--- config.mk ---
export PLATFORM = sky130hd
export DESIGN_NAME = lsu
export DESIGN_NICKNAME = d
export VERILOG_FILES = /design/src/rtl/types.sv /design/src/rtl/load_extract.sv /design/src/rtl/lsu.sv
export SDC_FILE = /design/constraint.sdc
export NUM_CORES = 1
export LEC_CHECK = 0
export CAP_MARGIN = 20
export CORE_ASPECT_RATIO = 1.5
export CORE_MARGIN = 3
export CORE_UTILIZATION = 40
export DETAILED_ROUTE_END_ITERATION = 7
export PLACE_DENSITY = 0.76
export SKIP_CTS_REPAIR_TIMING = 1
export SYNTH_ARGS = -nofsm -noshare
export SYNTH_HDL_FRONTEND = slang
export SYNTH_HIERARCHICAL = 1
export SYNTH_SLANG_ARGS = --single-unit
--- constraint.sdc ---
create_clock -name clk -period 4.5 [get_ports clk]
set_clock_uncertainty 0.2 [all_clocks]
set_input_delay 1.35 -clock clk [delete_from_list [all_inputs] [get_ports clk]]
set_output_delay 1.35 -clock clk [all_outputs]
set_load 0.02 [all_outputs]
--- src/rtl/types.sv ---
// Shared core types: ALU control and memory-operation encodings emitted by decode.
package types;

  typedef enum logic [3:0] {
    ALU_ADD, ALU_SUB, ALU_SLL, ALU_SLT, ALU_SLTU,
    ALU_XOR, ALU_SRL, ALU_SRA, ALU_OR,  ALU_AND
  } alu_control_t;

  typedef enum logic [2:0] {
    MEM_LB, MEM_LH, MEM_LW, MEM_LBU, MEM_LHU, MEM_SB, MEM_SH, MEM_SW
  } mem_op_t;

  function automatic logic is_store(mem_op_t op);
    return op inside {MEM_SB, MEM_SH, MEM_SW};
  endfunction

  // Bytes never fault; halves need an even address, words a 4-byte aligned one.
  function automatic logic misaligned(mem_op_t op, logic [1:0] off);
    case (op)
      MEM_LH, MEM_LHU, MEM_SH: return off[0];
      MEM_LW, MEM_SW:          return off != 2'b00;
      default:                 return 1'b0;
    endcase
  endfunction

endpackage

--- src/rtl/load_extract.sv ---
// Picks the addressed byte/half out of a read word and sign/zero extends it.
module load_extract
  import types::*;
(
  input  mem_op_t     op,
  input  logic [1:0]  offset,
  input  logic [31:0] rdata,
  output logic [31:0] data
);

  logic [7:0]  b;
  logic [15:0] h;

  assign b = rdata[8*offset +: 8];
  assign h = rdata[16*offset[1] +: 16];

  always_comb begin
    data = rdata;
    case (op)
      MEM_LB:  data = {{24{b[7]}}, b};
      MEM_LBU: data = {24'h0, b};
      MEM_LH:  data = {{16{h[15]}}, h};
      MEM_LHU: data = {16'h0, h};
      default: data = rdata;
    endcase
  end

endmodule

--- src/rtl/lsu.sv ---
// Load/store unit: one byte/half/word access per request over a req/gnt/rvalid bus.
module lsu
  import types::*;
(
  input  logic        clk,
  input  logic        rst,
  input  logic        req_valid,
  output logic        req_ready,
  input  mem_op_t     mem_op,
  input  logic [31:0] addr,
  input  logic [31:0] store_data,
  output logic        rsp_valid,
  output logic [31:0] rsp_data,
  output logic        rsp_misaligned,
  output logic        mem_req,
  output logic        mem_we,
  output logic [31:0] mem_addr,
  output logic [3:0]  mem_wmask,
  output logic [31:0] mem_wdata,
  input  logic        mem_gnt,
  input  logic        mem_rvalid,
  input  logic [31:0] mem_rdata
);

  typedef enum logic [1:0] {IDLE, REQ, WAIT, RESP} lsu_state_t;

  lsu_state_t  state;
  mem_op_t     op_q;
  logic [1:0]  off_q;
  logic [31:0] wdata_n, ld_data;
  logic [3:0]  wmask_n;
  logic        st_n, mis_n;

  assign req_ready = (state == IDLE);
  assign mem_req   = (state == REQ);
  assign rsp_valid = (state == RESP);

  assign st_n  = is_store(mem_op);
  assign mis_n = misaligned(mem_op, addr[1:0]);

  // Store lanes: data replicated across the word, enables select the lane.
  always_comb begin
    wdata_n = '0;
    wmask_n = '0;
    case (mem_op)
      MEM_SB: begin
        wdata_n = {4{store_data[7:0]}};
        wmask_n = 4'b0001 << addr[1:0];
      end
      MEM_SH: begin
        wdata_n = {2{store_data[15:0]}};
        wmask_n = 4'b0011 << addr[1:0];
      end
      MEM_SW: begin
        wdata_n = store_data;
        wmask_n = 4'b1111;
      end
      default: ;
    endcase
  end

  load_extract u_extract (
    .op     (op_q),
    .offset (off_q),
    .rdata  (mem_rdata),
    .data   (ld_data)
  );

  always_ff @(posedge clk or posedge rst) begin
    if (rst) begin
      state          <= IDLE;
      op_q           <= MEM_LB;
      off_q          <= '0;
      mem_addr       <= '0;
      mem_we         <= 1'b0;
      mem_wmask      <= '0;
      mem_wdata      <= '0;
      rsp_data       <= '0;
      rsp_misaligned <= 1'b0;
    end else begin
      case (state)
        IDLE: if (req_valid) begin
          op_q      <= mem_op;
          off_q     <= addr[1:0];
          mem_addr  <= {addr[31:2], 2'b00};
          mem_we    <= st_n;
          mem_wmask <= wmask_n;
          mem_wdata <= wdata_n;
          if (mis_n) begin
            rsp_data       <= '0;
            rsp_misaligned <= 1'b1;
            state          <= RESP;
          end else begin
            state <= REQ;
          end
        end
        REQ: if (mem_gnt) begin
          if (mem_we) begin
            rsp_data       <= '0;
            rsp_misaligned <= 1'b0;
            state          <= RESP;
          end else begin
            state <= WAIT;
          end
        end
        WAIT: if (mem_rvalid) begin
          rsp_data       <= ld_data;
          rsp_misaligned <= 1'b0;
          state          <= RESP;
        end
        default: state <= IDLE;
      endcase
    end
  end

endmodule

==> results of run 1 <==
## area by class of cell
| cell class | count | area share |
|---|---|---|
| well taps | 192 | 0.0294 |
| multi-input cells | 379 | 0.323 |
| flip-flops and latches | 107 | 0.327 |
| inverters | 44 | 0.0205 |
| repair buffers | 215 | 0.262 |
| clock buffers | 10 | 0.0292 |
| clock inverters | 6 | 0.00826 |
## worst register-to-register path, cell delays in order (launching register included)
cell and delay (ns):
dfrtp_1 0.94, nor2b_1 0.38, o2bb2ai_2 0.25, a32oi_4 0.58, nand2_1 0.12, nand2_1 0.11
mux2i_1 0.07
## flip-flops by register name, indices dropped and copies added (netlist names)
name	flops
mem_addr	30
mem_wdata	32
mem_we	1
mem_wmask	4
off_q	2
op_q	3
rsp_data	32
rsp_misaligned	1
state	2
## worst max path at each step
| stage | slack, ns | end | from |
|---|---|---|---|
| 2_1_floorplan | 0.13 | mem_addr[10] | rst |
| 3_3_place_gp | 0.95 | rsp_data[10] | mem_op[2] |
| 3_5_place_dp | 0.89 | rsp_data[11] | mem_op[2] |
| 4_1_cts | 1.06 | req_ready | state[0] |
| 5_1_grt | 1.01 | req_ready | state[0] |
| 6_report | 1.07 | req_ready | state[0] |
## layer usage
layer | part of all wire | track usage
met2 | 0.50 | 0.358
met3 | 0.083 | 0.0541
met4 | 0.039 | 0.105
met1 | 0.38 | 0.240
met5 | 0 | 0
## power breakdown
part,total [mW],switching (mW),internal [mW]
sequential,1.76,0.358,1.40
combinational,3.30,1.72,1.57
clock,0.807,0.399,0.408
total,5.86,2.48,3.38
## Yosys cell counts (all sizes together), types with 2 or more instances
cell	number	area, um^2
nand2b	6	37.5
ha	4	50.1
o211ai	6	45.0
nor2	16	65.1
inv	44	165
nand3	2	10.0
dfrtp	107	2680
mux2	35	398
nor2b	9	56.3
buf	31	264
o22ai	2	12.5
clkbuf	11	41.3
a32oi	3	45.1
a221o	15	150
o221ai	3	26.3
a22oi	23	173
a21o	3	22.5
and2b	2	15.0
a21oi	37	185
nand2	103	412
o21ai	28	140
dlygate4sd1	2	17.5
a31oi	3	33.8
a22o	17	149
mux2i	43	434
## cells by family (layout without fill, tap and decap cells)
group                      Yosys count  after routing  share of synthesized area
AOI/OAI and AO/OA                  149            149                      0.187
and+or+nand+nor                    145            145                      0.112
DFF                                107            107                      0.462
buffers and inverters               88            275                     0.0842
muxes                               78             78                      0.144
adders and majority gates            4              4                    0.00863
other                                1              2                   0.000647
xor gates and xnor gates             1              1                    0.00151
## metrics by stage
| step | cells | hold slack (ns) |
|---|---|---|
| 3_5_place_dp | 937 | 0.273 |
| 4_1_cts | 953 | 0.293 |
| 5_1_grt | 953 | 0.321 |
| 2_1_floorplan | 574 | 0.272 |
| 6_report | 953 | 0.287 |
| 3_3_place_gp | 937 | 0.265 |
==> flow_summary.html, run 1 <==
<table>
<tr><th>Metric</th><th>Value</th></tr>
<tr><th colspan="2">Status</th></tr>
<tr><td>Status</td><td>finished, final reports clean</td></tr>
<tr><th colspan="2">Worst setup path</th></tr>
<tr><td>Crit Reg-Reg Endpoint</td><td>rsp_data[23]</td></tr>
<tr><td>Endpoint kind of the worst setup timing path</td><td>output port</td></tr>
<tr><td>Worst reg-to-reg setup slack</td><td>between 1.5 and 2 ns</td></tr>
<tr><td>CP Launch Type</td><td>flip-flop</td></tr>
<tr><td>Critical path peak fanout</td><td>5</td></tr>
<tr><td>Critical Path, Cell by Cell</td><td>inv_1 -&gt; ha_1 -&gt; clkdlybuf4s50_1</td></tr>
<tr><td>Slowest library cell on the worst path</td><td>clkdlybuf4s50_1</td></tr>
<tr><td>Delay of the slowest critical-path stage</td><td>a little under 0.7 ns</td></tr>
<tr><td>Total number of cells along the worst setup path</td><td>3</td></tr>
<tr><td>Worst setup path category</td><td>flip-flop to output port</td></tr>
<tr><td>Family with the most delay on the worst path</td><td>buffers and inverters</td></tr>
<tr><td>Arrival time of the worst setup path</td><td>roughly 1.9 ns</td></tr>
<tr><td>Reg2Reg Launch Point</td><td>op_q[2]</td></tr>
<tr><td>Buf+Inv Stages, Crit Path</td><td>2</td></tr>
<tr><td>Depth of the most critical reg-to-reg path</td><td>6</td></tr>
<tr><td>Worst Path Required</td><td>between 2 and 3 ns</td></tr>
<tr><th colspan="2">Routing</th></tr>
<tr><td>WL per Instance</td><td>17.6 um</td></tr>
<tr><td>Post-detailed-routing wire length</td><td>16800 um</td></tr>
<tr><td>DRC errors left</td><td>0</td></tr>
<tr><td>Detailed Routing Iterations Pass 1</td><td>5</td></tr>
<tr><td>Violation count after the first detailed-route iteration</td><td>approximately 190</td></tr>
<tr><td>Antenna viol nets, final</td><td>0</td></tr>
<tr><td>Via-to-Cell Ratio</td><td>around 5.3</td></tr>
<tr><td>Number of vias in the routed layout</td><td>around 5100</td></tr>
<tr><th colspan="2">Synth</th></tr>
<tr><td>Number of instances in the synthesized netlist</td><td>between 500 and 600</td></tr>
<tr><td>Mapped cell area</td><td>0.00580 mm^2</td></tr>
<tr><td>Number of register bits inferred by synthesis</td><td>107</td></tr>
<tr><td>Number of distinct library cells after synthesis</td><td>between 50 and 60</td></tr>
<tr><td>Average instance area after synthesis</td><td>~10 um^2</td></tr>
<tr><td>Fraction of the yosys area taken by sequential cells</td><td>0.462</td></tr>
<tr><td>Post-synth top flop</td><td>dfrtp_1</td></tr>
<tr><td>Count of flip-flops with a built-in enable after synthesis</td><td>0</td></tr>
<tr><td>Async set or reset register ratio after synthesis</td><td>1.00</td></tr>
<tr><td>Number of warnings issued by yosys</td><td>6</td></tr>
<tr><th colspan="2">Clock network</th></tr>
<tr><td>Buffer depth of the longest clock path</td><td>2</td></tr>
<tr><td>Clock Latency Late Sink</td><td>around 0.35 ns</td></tr>
<tr><td>CTS Root Cell</td><td>clkbuf_16</td></tr>
<tr><td>Reg clk slew, reported paths</td><td>0.08 ns</td></tr>
<tr><td>Clock tree from TritonCTS</td><td>built</td></tr>
<tr><td>Number of levels the H-tree was split into</td><td>3</td></tr>
<tr><td>Sink count of the clock tree</td><td>about 110</td></tr>
<tr><td>Number of buffers inserted during clock tree synthesis</td><td>9</td></tr>
<tr><th colspan="2">Floorplan</th></tr>
<tr><td>Vertical extent of the die</td><td>153 um</td></tr>
<tr><td>Die outline width</td><td>104 um</td></tr>
<tr><td>Row Count</td><td>53</td></tr>
<tr><td>DIE AREA</td><td>roughly 0.016 mm^2</td></tr>
<tr><td>Count of boundary I/O pins</td><td>between 200 and 250</td></tr>
<tr><td>Initial Util</td><td>0.410</td></tr>
<tr><td>Core Box Area</td><td>0.0141 mm^2</td></tr>
<tr><th colspan="2">Global routing</th></tr>
<tr><td>Maximum number of pins on one net before global-route repair</td><td>77</td></tr>
<tr><td>Global-route wire length before repair</td><td>approximately 27000 um</td></tr>
<tr><td>Overall fraction of global-route tracks in use</td><td>0.209</td></tr>
<tr><td>Via count of the first global-routing pass</td><td>5323</td></tr>
<tr><td>GR Overflow Total</td><td>0</td></tr>
<tr><td>Initial antenna violation count</td><td>0</td></tr>
<tr><th colspan="2">Hold path</th></tr>
<tr><td>Path type of the worst min-delay path</td><td>flip-flop to flip-flop</td></tr>
<tr><td>Startpoint of the tightest hold check path</td><td>mem_wmask[1]</td></tr>
<tr><td>Hold worst-path end</td><td>mem_wmask[1]</td></tr>
<tr><td>Count of cells along the worst hold path</td><td>2</td></tr>
<tr><th colspan="2">Layout</th></tr>
<tr><td>Fraction of layout instances using a drive strength above 1</td><td>0.110</td></tr>
<tr><td>Number of antenna repair diodes</td><td>0</td></tr>
<tr><td>Top library cells by usage in the layout, fill and taps aside</td><td>clkdlybuf4s50_1, dfrtp_1, nand2_1</td></tr>
<tr><td>Total of fill cells in the finished design</td><td>approximately 1200</td></tr>
<tr><td>Commonest non-fill, non-tap cell in the layout</td><td>clkdlybuf4s50_1</td></tr>
<tr><td>Footprint of the multi-input gates</td><td>approximately 0.0026 mm^2</td></tr>
<tr><td>Share of the core filled with cells in the final layout</td><td>0.579</td></tr>
<tr><td>Post-Layout Inst Area</td><td>0.00818 mm^2</td></tr>
<tr><td>Total area of sequential cells</td><td>between 0.002 and 0.003 mm^2</td></tr>
<tr><td>Area overhead of the layout relative to synthesis</td><td>41.1%</td></tr>
<tr><td>Nets</td><td>approximately 860</td></tr>
<tr><th colspan="2">Placed design</th></tr>
<tr><td>Final HPWL DP</td><td>~13000 um</td></tr>
<tr><td>Final estimated routing congestion in global placement</td><td>a little under 0.9</td></tr>
<tr><td>Quantity of I/O buffers inserted on ports</td><td>about 210</td></tr>
<tr><td>Placed standard-cell area</td><td>0.00787 mm^2</td></tr>
<tr><td>Minimum setup slack after placement</td><td>a little under 0.9 ns</td></tr>
<tr><th colspan="2">Timing</th></tr>
<tr><td>Least setup slack across all paths after layout</td><td>around 1.1 ns</td></tr>
<tr><td>Aggregate negative setup slack</td><td>0 ns</td></tr>
<tr><td>Worst-Margin Slew</td><td>0.898 ns</td></tr>
<tr><td>Final clock period utilization by the worst path</td><td>0.761</td></tr>
<tr><td>RSZ-0062 raised after global routing</td><td>no</td></tr>
<tr><td>Max-slew violation count</td><td>0</td></tr>
<tr><td>Max-slew headroom</td><td>0.401</td></tr>
<tr><td>Final critical delay including setup and external delays</td><td>around 3.4 ns</td></tr>
<tr><td>Fmax</td><td>a little under 0.3 GHz</td></tr>
<tr><td>Final setup violating endpoints</td><td>0</td></tr>
<tr><td>Final hold violation count</td><td>0</td></tr>
<tr><th colspan="2">Pwr</th></tr>
<tr><td>Max VDD drop</td><td>between 0.3 and 0.4 mV</td></tr>
<tr><td>Total power consumption of the routed design</td><td>approximately 5.9 mW</td></tr>
<tr><td>Reported leakage power</td><td>3.49 nW</td></tr>
<tr><td>Power per standard cell area</td><td>717 mW/mm^2</td></tr>
<tr><th colspan="2">Job</th></tr>
<tr><td>Max cap viols</td><td>0</td></tr>
</table>
No activity file was read; power rests on OpenSTA's default activity.
==> inputs of run 2 (changes only) <==
--- a/config.mk
+++ b/config.mk
@@ -10,7 +10,7 @@
 export CORE_MARGIN = 3
 export CORE_UTILIZATION = 40
 export DETAILED_ROUTE_END_ITERATION = 7
-export PLACE_DENSITY = 0.76
+export PLACE_DENSITY = 0.73
 export SKIP_CTS_REPAIR_TIMING = 1
 export SYNTH_ARGS = -nofsm -noshare
 export SYNTH_HDL_FRONTEND = slang
==> constraint.sdc (replaced) <==
create_clock -name clk -period 3.53 [get_ports clk]
set_clock_uncertainty 0.2 [all_clocks]
set_input_delay 1.059 -clock clk [delete_from_list [all_inputs] [get_ports clk]]
set_output_delay 1.059 -clock clk [all_outputs]
set_load 0.02 [all_outputs]
==> run 2 against run 1 <==
  * Worst hold slack about the same
  * Wire length is 2.6% higher
  * Non-clock buffer count increased by 5
  * Clock-buffer cell count did not move
  * Flip-flop and latch count unchanged
  * Highest routed layer unchanged
  * Via count shrank 0.20%
  * Largest cell class unchanged
  * Die area unchanged
  * Sequential power grew 25%
  * Critical path type unchanged
  * First-iteration DRC count is 9.4% lower
  * Global-route usage up 0.20 points
  * Register-to-register slack worse by 0.69 ns
==> flow_summary.html, run 2 (synthesized netlist as in run 1, its figures left out) <==
<table>
<tr><th>Metric</th><th>Value</th></tr>
<tr><th colspan="2">Placed design</th></tr>
<tr><td>Final estimated routing congestion in global placement</td><td>0.895 (+2.5%)</td></tr>
<tr><td>Quantity of I/O buffers inserted on ports</td><td>206 (unchanged)</td></tr>
<tr><td>Placed standard-cell area</td><td>0.00795 mm^2 (+0.97%)</td></tr>
<tr><td>Final HPWL DP</td><td>13100 um (+4.6%)</td></tr>
<tr><th colspan="2">Floorplan</th></tr>
<tr><td>Die outline width</td><td>104 um (unchanged)</td></tr>
<tr><td>Initial Util</td><td>0.410 (unchanged)</td></tr>
<tr><td>Vertical extent of the die</td><td>153 um (unchanged)</td></tr>
<tr><td>Core Box Area</td><td>0.0141 mm^2 (unchanged)</td></tr>
<tr><td>DIE AREA</td><td>0.0160 mm^2 (unchanged)</td></tr>
<tr><td>Count of boundary I/O pins</td><td>209 (unchanged)</td></tr>
<tr><td>Row Count</td><td>53 (unchanged)</td></tr>
<tr><th colspan="2">Timing</th></tr>
<tr><td>Aggregate negative setup slack</td><td>0 ns (unchanged)</td></tr>
<tr><td>Final clock period utilization by the worst path</td><td>0.883</td></tr>
<tr><td>Final setup violating endpoints</td><td>0 (unchanged)</td></tr>
<tr><td>Fmax</td><td>0.321 GHz</td></tr>
<tr><td>Final critical delay including setup and external delays</td><td>between 3 and 4 ns</td></tr>
<tr><td>Hold_ws</td><td>0.286 ns (-0.000278 ns)</td></tr>
<tr><td>Max-slew headroom</td><td>0.397 (-0.00441)</td></tr>
<tr><td>Max-slew violation count</td><td>0 (unchanged)</td></tr>
<tr><td>Worst-Margin Slew</td><td>0.905 ns (+0.00661 ns)</td></tr>
<tr><td>RSZ-0062 raised after global routing</td><td>no</td></tr>
<tr><td>Final hold violation count</td><td>0 (unchanged)</td></tr>
<tr><th colspan="2">Worst setup path</th></tr>
<tr><td>Critical Path, Cell by Cell</td><td>inv_1 -&gt; ha_1 -&gt; clkdlybuf4s50_1</td></tr>
<tr><td>Arrival time of the worst setup path</td><td>1.86 ns (-0.02 ns)</td></tr>
<tr><td>Endpoint kind of the worst setup timing path</td><td>output port</td></tr>
<tr><td>Worst Path Required</td><td>2.27 ns (-0.68 ns)</td></tr>
<tr><td>Delay of the slowest critical-path stage</td><td>0.68 ns (about the same)</td></tr>
<tr><td>Slowest library cell on the worst path</td><td>clkdlybuf4s50_1</td></tr>
<tr><td>CP Launch Type</td><td>flip-flop</td></tr>
<tr><td>Worst setup path category</td><td>flip-flop to output port</td></tr>
<tr><td>Critical path peak fanout</td><td>5 (unchanged)</td></tr>
<tr><th colspan="2">Global routing</th></tr>
<tr><td>Overall fraction of global-route tracks in use</td><td>0.211 (+0.00197)</td></tr>
<tr><td>Initial antenna violation count</td><td>0 (unchanged)</td></tr>
<tr><td>GR Overflow Total</td><td>0 (unchanged)</td></tr>
<tr><td>Maximum number of pins on one net before global-route repair</td><td>42 (-45%)</td></tr>
<tr><td>Via count of the first global-routing pass</td><td>5312 (-0.21%)</td></tr>
<tr><td>Global-route wire length before repair</td><td>27300 um (+0.33%)</td></tr>
<tr><th colspan="2">Layout</th></tr>
<tr><td>Top library cells by usage in the layout, fill and taps aside</td><td>clkdlybuf4s50_1, dfrtp_1, nand2_1</td></tr>
<tr><td>Post-Layout Inst Area</td><td>0.00823 mm^2 (+0.58%)</td></tr>
<tr><td>Nets</td><td>869 (+0.58%)</td></tr>
<tr><td>Number of antenna repair diodes</td><td>0 (unchanged)</td></tr>
<tr><td>Footprint of the multi-input gates</td><td>0.00264 mm^2 (unchanged)</td></tr>
<tr><td>Area overhead of the layout relative to synthesis</td><td>41.9%</td></tr>
<tr><td>Total of fill cells in the finished design</td><td>1260 (+3.4%)</td></tr>
<tr><td>Fraction of layout instances using a drive strength above 1</td><td>0.115 (+0.00450)</td></tr>
<tr><td>Total area of sequential cells</td><td>0.00268 mm^2 (unchanged)</td></tr>
<tr><td>Commonest non-fill, non-tap cell in the layout</td><td>clkdlybuf4s50_1</td></tr>
<tr><td>Regs by FF count</td><td>mem_wdata: 32 flops, rsp_data: 32 flops, mem_addr: 30 flops</td></tr>
<tr><th colspan="2">Routing</th></tr>
<tr><td>Detailed Routing Iterations Pass 1</td><td>5 (unchanged)</td></tr>
<tr><td>DRC errors left</td><td>0 (unchanged)</td></tr>
<tr><td>Post-detailed-routing wire length</td><td>17200 um (+2.6%)</td></tr>
<tr><td>Violation count after the first detailed-route iteration</td><td>173 (-9.4%)</td></tr>
<tr><td>Number of vias in the routed layout</td><td>5059 (-0.20%)</td></tr>
<tr><td>Via-to-Cell Ratio</td><td>5.28 (-0.72%)</td></tr>
<tr><td>WL per Instance</td><td>18.0 um (+2.1%)</td></tr>
<tr><td>Antenna viol nets, final</td><td>0 (unchanged)</td></tr>
<tr><th colspan="2">Hold path</th></tr>
<tr><td>Path type of the worst min-delay path</td><td>flip-flop to flip-flop</td></tr>
<tr><th colspan="2">Clock network</th></tr>
<tr><td>Sink count of the clock tree</td><td>107 (unchanged)</td></tr>
<tr><td>Reg clk slew, reported paths</td><td>0.07 ns (about the same)</td></tr>
<tr><td>Number of levels the H-tree was split into</td><td>3 (unchanged)</td></tr>
<tr><td>Buffer depth of the longest clock path</td><td>2 (unchanged)</td></tr>
<tr><td>Clock tree from TritonCTS</td><td>built</td></tr>
<tr><td>Number of buffers inserted during clock tree synthesis</td><td>9 (unchanged)</td></tr>
<tr><td>Clock Latency Late Sink</td><td>0.34 ns (about the same)</td></tr>
<tr><td>CTS Root Cell</td><td>clkbuf_16</td></tr>
<tr><th colspan="2">Status</th></tr>
<tr><td>Status</td><td>finished, final reports clean</td></tr>
<tr><th colspan="2">Job</th></tr>
<tr><td>Max cap viols</td><td>0 (unchanged)</td></tr>
<tr><th colspan="2">Pwr</th></tr>
<tr><td>Max VDD drop</td><td>0.416 mV (+32%)</td></tr>
<tr><td>Power per standard cell area</td><td>911 mW/mm^2 (+27%)</td></tr>
<tr><td>Reported leakage power</td><td>3.50 nW (+0.42%)</td></tr>
</table>
[run 2: worst paths after layout]
path                       cells past startpoint          from            end  slack (ns)
setup / recovery                               3      state[0]      req_ready        0.41
hold / removal                                 2  mem_wmask[0]   mem_wmask[0]        0.29
setup reg to reg                               6       op_q[1]    rsp_data[8]        1.03
hold reg to reg                                2  mem_wmask[0]   mem_wmask[0]        0.29
max in group asynchronous                      3           rst  mem_wdata[14]        1.58
min in group asynchronous                      2           rst   mem_addr[13]        0.89
[run 2: power breakdown]
| part | total (mW) | switching, mW | leakage (nW) | internal, mW |
|---|---|---|---|---|
| sequential | 2.20 | 0.412 | 1.38 | 1.79 |
| combinational | 4.32 | 2.27 | 1.99 | 2.05 |
| clock | 0.968 | 0.480 | 0.131 | 0.488 |
[run 2: layer usage]
layer / part of all wire / track usage
met5: 0 / 0
met4: 0.033 / 0.0894
met3: 0.073 / 0.0663
met2: 0.52 / 0.373
met1: 0.38 / 0.232
[run 2: layout make-up]
| type | instances | share of cell area |
|---|---|---|
| Clock buffer | 10 | 0.0278 |
| Clock inverter | 6 | 0.00593 |
| Inverter | 44 | 0.0205 |
| Multi-Input combinational cell | 379 | 0.321 |
| Sequential cell | 107 | 0.326 |
| Tap cell | 192 | 0.0292 |
| Timing Repair Buffer | 220 | 0.270 |
[run 2: through the flow]
step | total power, mW | cells | utilization | setup slack [ns]
global placement | 6.45 | 942 | 0.563 | 0.490
CTS | 7.57 | 958 | 0.582 | 0.386
floorplan | 4.95 | 574 | - | 0.983
finish | 7.49 | 958 | 0.582 | 0.412
detailed placement | 6.56 | 942 | 0.563 | 0.387
global route | 7.95 | 958 | 0.582 | 0.347
[run 2: critical path, delay by kind of cell (launching register included)]
kind                       cells  cell delay [ns]
adders and majority gates      1             0.32
buffers and inverters          2             0.79
DFF                            1             0.41
==> inputs of run 3 (changes only) <==
--- a/config.mk
+++ b/config.mk
@@ -5,11 +5,12 @@
 export SDC_FILE = /design/constraint.sdc
 export NUM_CORES = 1
 export LEC_CHECK = 0
-export CAP_MARGIN = 20
+export CAP_MARGIN = 15
 export CORE_ASPECT_RATIO = 1.5
 export CORE_MARGIN = 3
 export CORE_UTILIZATION = 40
 export DETAILED_ROUTE_END_ITERATION = 7
+export GPL_ROUTABILITY_DRIVEN = 0
 export PLACE_DENSITY = 0.73
 export SKIP_CTS_REPAIR_TIMING = 1
 export SYNTH_ARGS = -nofsm -noshare
==> run 3 against run 2 <==
  * Register-to-register slack better by 0.03 ns
  * Design area increased by 0.49%
  * Flip-flop and latch count unchanged
  * Maximum frequency increased by 0.73%
  * Wire length decreased by 2.6%
  * Non-clock buffer count is 1 higher
  * Combinational power barely moved
  * First-iteration DRC count up 40%
  * Die area did not move
==> flow_summary.html, run 3 (synthesized netlist as in run 1, its figures left out) <==
<table>
<tr><th>Metric</th><th>Value</th></tr>
<tr><th colspan="2">Global routing</th></tr>
<tr><td>Maximum number of pins on one net before global-route repair</td><td>36 (-14%)</td></tr>
<tr><td>Met1 Track Usage GR</td><td>0.234 (+0.00253)</td></tr>
<tr><td>Global routing usage on met2</td><td>0.365 (-0.00801)</td></tr>
<tr><td>Global-route wire length before repair</td><td>26800 um (-1.8%)</td></tr>
<tr><td>Overall fraction of global-route tracks in use</td><td>0.207 (-0.00383)</td></tr>
<tr><td>Initial antenna violation count</td><td>0 (unchanged)</td></tr>
<tr><td>GR Overflow Total</td><td>0 (unchanged)</td></tr>
<tr><td>Via count of the first global-routing pass</td><td>5247 (-1.2%)</td></tr>
<tr><td>Highest-utilization routing layer at the global route stage</td><td>met2</td></tr>
<tr><td>GR met3 Demand/Resource</td><td>0.0591 (-0.00718)</td></tr>
<tr><th colspan="2">Layout</th></tr>
<tr><td>Fraction of layout instances using a drive strength above 1</td><td>0.117 (+0.00246)</td></tr>
<tr><td>Regs by FF count</td><td>mem_wdata: 32 flops, rsp_data: 32 flops, mem_addr: 30 flops</td></tr>
<tr><td>Area overhead of the layout relative to synthesis</td><td>42.6%</td></tr>
<tr><td>Number of antenna repair diodes</td><td>0 (unchanged)</td></tr>
<tr><td>Commonest non-fill, non-tap cell in the layout</td><td>clkdlybuf4s50_1</td></tr>
<tr><td>Top library cells by usage in the layout, fill and taps aside</td><td>clkdlybuf4s50_1, dfrtp_1, nand2_1</td></tr>
<tr><td>Nets</td><td>870 (+0.12%)</td></tr>
<tr><th colspan="2">Worst setup path</th></tr>
<tr><td>Worst setup path category</td><td>flip-flop to output port</td></tr>
<tr><td>Reg2Reg Launch Point</td><td>op_q[1]</td></tr>
<tr><td>Depth of the most critical reg-to-reg path</td><td>6 (unchanged)</td></tr>
<tr><td>Worst reg-to-reg setup slack</td><td>1.06 ns (+0.03 ns)</td></tr>
<tr><td>CP Launch Type</td><td>flip-flop</td></tr>
<tr><td>Worst Path Required</td><td>2.27 ns (about the same)</td></tr>
<tr><td>Critical path peak fanout</td><td>5 (unchanged)</td></tr>
<tr><td>Crit Reg-Reg Endpoint</td><td>rsp_data[14]</td></tr>
<tr><td>Endpoint kind of the worst setup timing path</td><td>output port</td></tr>
<tr><td>Arrival time of the worst setup path</td><td>1.84 ns (-0.02 ns)</td></tr>
<tr><th colspan="2">Clock network</th></tr>
<tr><td>Clock tree from TritonCTS</td><td>built</td></tr>
<tr><td>Clock Latency Late Sink</td><td>0.34 ns (about the same)</td></tr>
<tr><td>Sink count of the clock tree</td><td>107 (unchanged)</td></tr>
<tr><td>Buffer depth of the longest clock path</td><td>2 (unchanged)</td></tr>
<tr><td>Number of levels the H-tree was split into</td><td>3 (unchanged)</td></tr>
<tr><td>Number of buffers inserted during clock tree synthesis</td><td>9 (unchanged)</td></tr>
<tr><td>CTS Root Cell</td><td>clkbuf_16</td></tr>
<tr><td>Reg clk slew, reported paths</td><td>0.08 ns (about the same)</td></tr>
<tr><th colspan="2">Timing</th></tr>
<tr><td>Aggregate negative setup slack</td><td>0 ns (unchanged)</td></tr>
<tr><td>Final setup violating endpoints</td><td>0 (unchanged)</td></tr>
<tr><td>RSZ-0062 raised after global routing</td><td>no</td></tr>
<tr><td>Worst-Margin Slew</td><td>0.877 ns (-0.0278 ns)</td></tr>
<tr><td>Max-slew violation count</td><td>0 (unchanged)</td></tr>
<tr><td>Final clock period utilization by the worst path</td><td>0.877 (-0.00642)</td></tr>
<tr><td>Max-slew headroom</td><td>0.415 (+0.0186)</td></tr>
<tr><td>Final critical delay including setup and external delays</td><td>3.09 ns (-0.0227 ns)</td></tr>
<tr><td>Fmax</td><td>0.323 GHz (+0.73%)</td></tr>
<tr><td>Final hold violation count</td><td>0 (unchanged)</td></tr>
<tr><th colspan="2">Routing</th></tr>
<tr><td>Number of vias in the routed layout</td><td>5032 (-0.53%)</td></tr>
<tr><td>Antenna viol nets, final</td><td>0 (unchanged)</td></tr>
<tr><td>Via-to-Cell Ratio</td><td>5.25 (-0.64%)</td></tr>
<tr><td>Detailed Routing Iterations Pass 1</td><td>5 (unchanged)</td></tr>
<tr><td>Violation count after the first detailed-route iteration</td><td>243 (+40%)</td></tr>
<tr><td>Post-detailed-routing wire length</td><td>16800 um (-2.6%)</td></tr>
<tr><td>DRC errors left</td><td>0 (unchanged)</td></tr>
<tr><td>WL per Instance</td><td>17.5 um (-2.7%)</td></tr>
<tr><th colspan="2">Pwr</th></tr>
<tr><td>Power per standard cell area</td><td>915 mW/mm^2 (+0.50%)</td></tr>
<tr><td>Max VDD drop</td><td>0.406 mV (-2.4%)</td></tr>
<tr><td>Total power consumption of the routed design</td><td>7.57 mW (+0.99%)</td></tr>
<tr><td>Reported leakage power</td><td>3.53 nW (+0.73%)</td></tr>
<tr><th colspan="2">Floorplan</th></tr>
<tr><td>Vertical extent of the die</td><td>153 um (unchanged)</td></tr>
<tr><td>DIE AREA</td><td>0.0160 mm^2 (unchanged)</td></tr>
<tr><td>Initial Util</td><td>0.410 (unchanged)</td></tr>
<tr><td>Count of boundary I/O pins</td><td>209 (unchanged)</td></tr>
<tr><td>Row Count</td><td>53 (unchanged)</td></tr>
<tr><td>Die outline width</td><td>104 um (unchanged)</td></tr>
<tr><td>Core Box Area</td><td>0.0141 mm^2 (unchanged)</td></tr>
<tr><th colspan="2">Job</th></tr>
<tr><td>Max cap viols</td><td>0 (unchanged)</td></tr>
<tr><th colspan="2">Status</th></tr>
<tr><td>Status</td><td>finished, final reports clean</td></tr>
<tr><th colspan="2">Hold path</th></tr>
<tr><td>Hold worst-path end</td><td>mem_wdata[11]</td></tr>
<tr><td>Count of cells along the worst hold path</td><td>2 (unchanged)</td></tr>
<tr><td>Startpoint of the tightest hold check path</td><td>mem_wdata[11]</td></tr>
<tr><td>Path type of the worst min-delay path</td><td>flip-flop to flip-flop</td></tr>
<tr><th colspan="2">Placed design</th></tr>
<tr><td>Quantity of I/O buffers inserted on ports</td><td>206 (unchanged)</td></tr>
<tr><td>Final HPWL DP</td><td>12900 um (-1.5%)</td></tr>
</table>
## run 3: worst max-delay path, stage by stage, from the launching register on
cell and delay (ns):
dfrtp_1 0.41, inv_1 0.11, ha_1 0.30, clkdlybuf4s50_1 0.67
## run 3: how the worst max path moves through the flow
stage | from | to | slack [ns] | cells after the start
2_1_floorplan | rst | mem_addr[10] | 0.98 | 1
3_3_place_gp | mem_rdata[31] | rsp_data[8] | 0.50 | 7
3_5_place_dp | mem_op[2] | rsp_data[19] | 0.43 | 6
4_1_cts | state[0] | req_ready | 0.40 | 3
5_1_grt | state[0] | req_ready | 0.31 | 3
6_report | state[0] | req_ready | 0.44 | 3
## run 3: layout make-up
class                      instances  area (um^2)
multi-input combinational        379         2640
clock inverter                     6         83.8
clock buffer                      10          239
sequential                       107         2680
tap                              192          240
inverter                          44          169
fill                            1239         5860
timing repair buffer             221         2210
## run 3: per-stage QoR
step	instance area (um^2)	hold WS [ns]	setup slack [ns]	std cells	util
floorplan	5800	0.272	0.983	574	-
global placement	7940	0.263	0.497	943	0.562
detailed placement	7940	0.270	0.433	943	0.562
CTS	8270	0.287	0.402	959	0.585
global route	8270	0.302	0.314	959	0.585
finish	8270	0.284	0.435	959	0.585
## run 3: per-layer routing
layer  part of all wire  routed length, um
met1               0.38               6310
met2               0.51               8600
met3              0.079               1320
met4              0.032                531
met5                  0                  0
## run 3: power breakdown
group / switching, mW / internal (mW)
clock network: 0.484 / 0.586
logic: 2.25 / 2.05
registers: 0.405 / 1.79
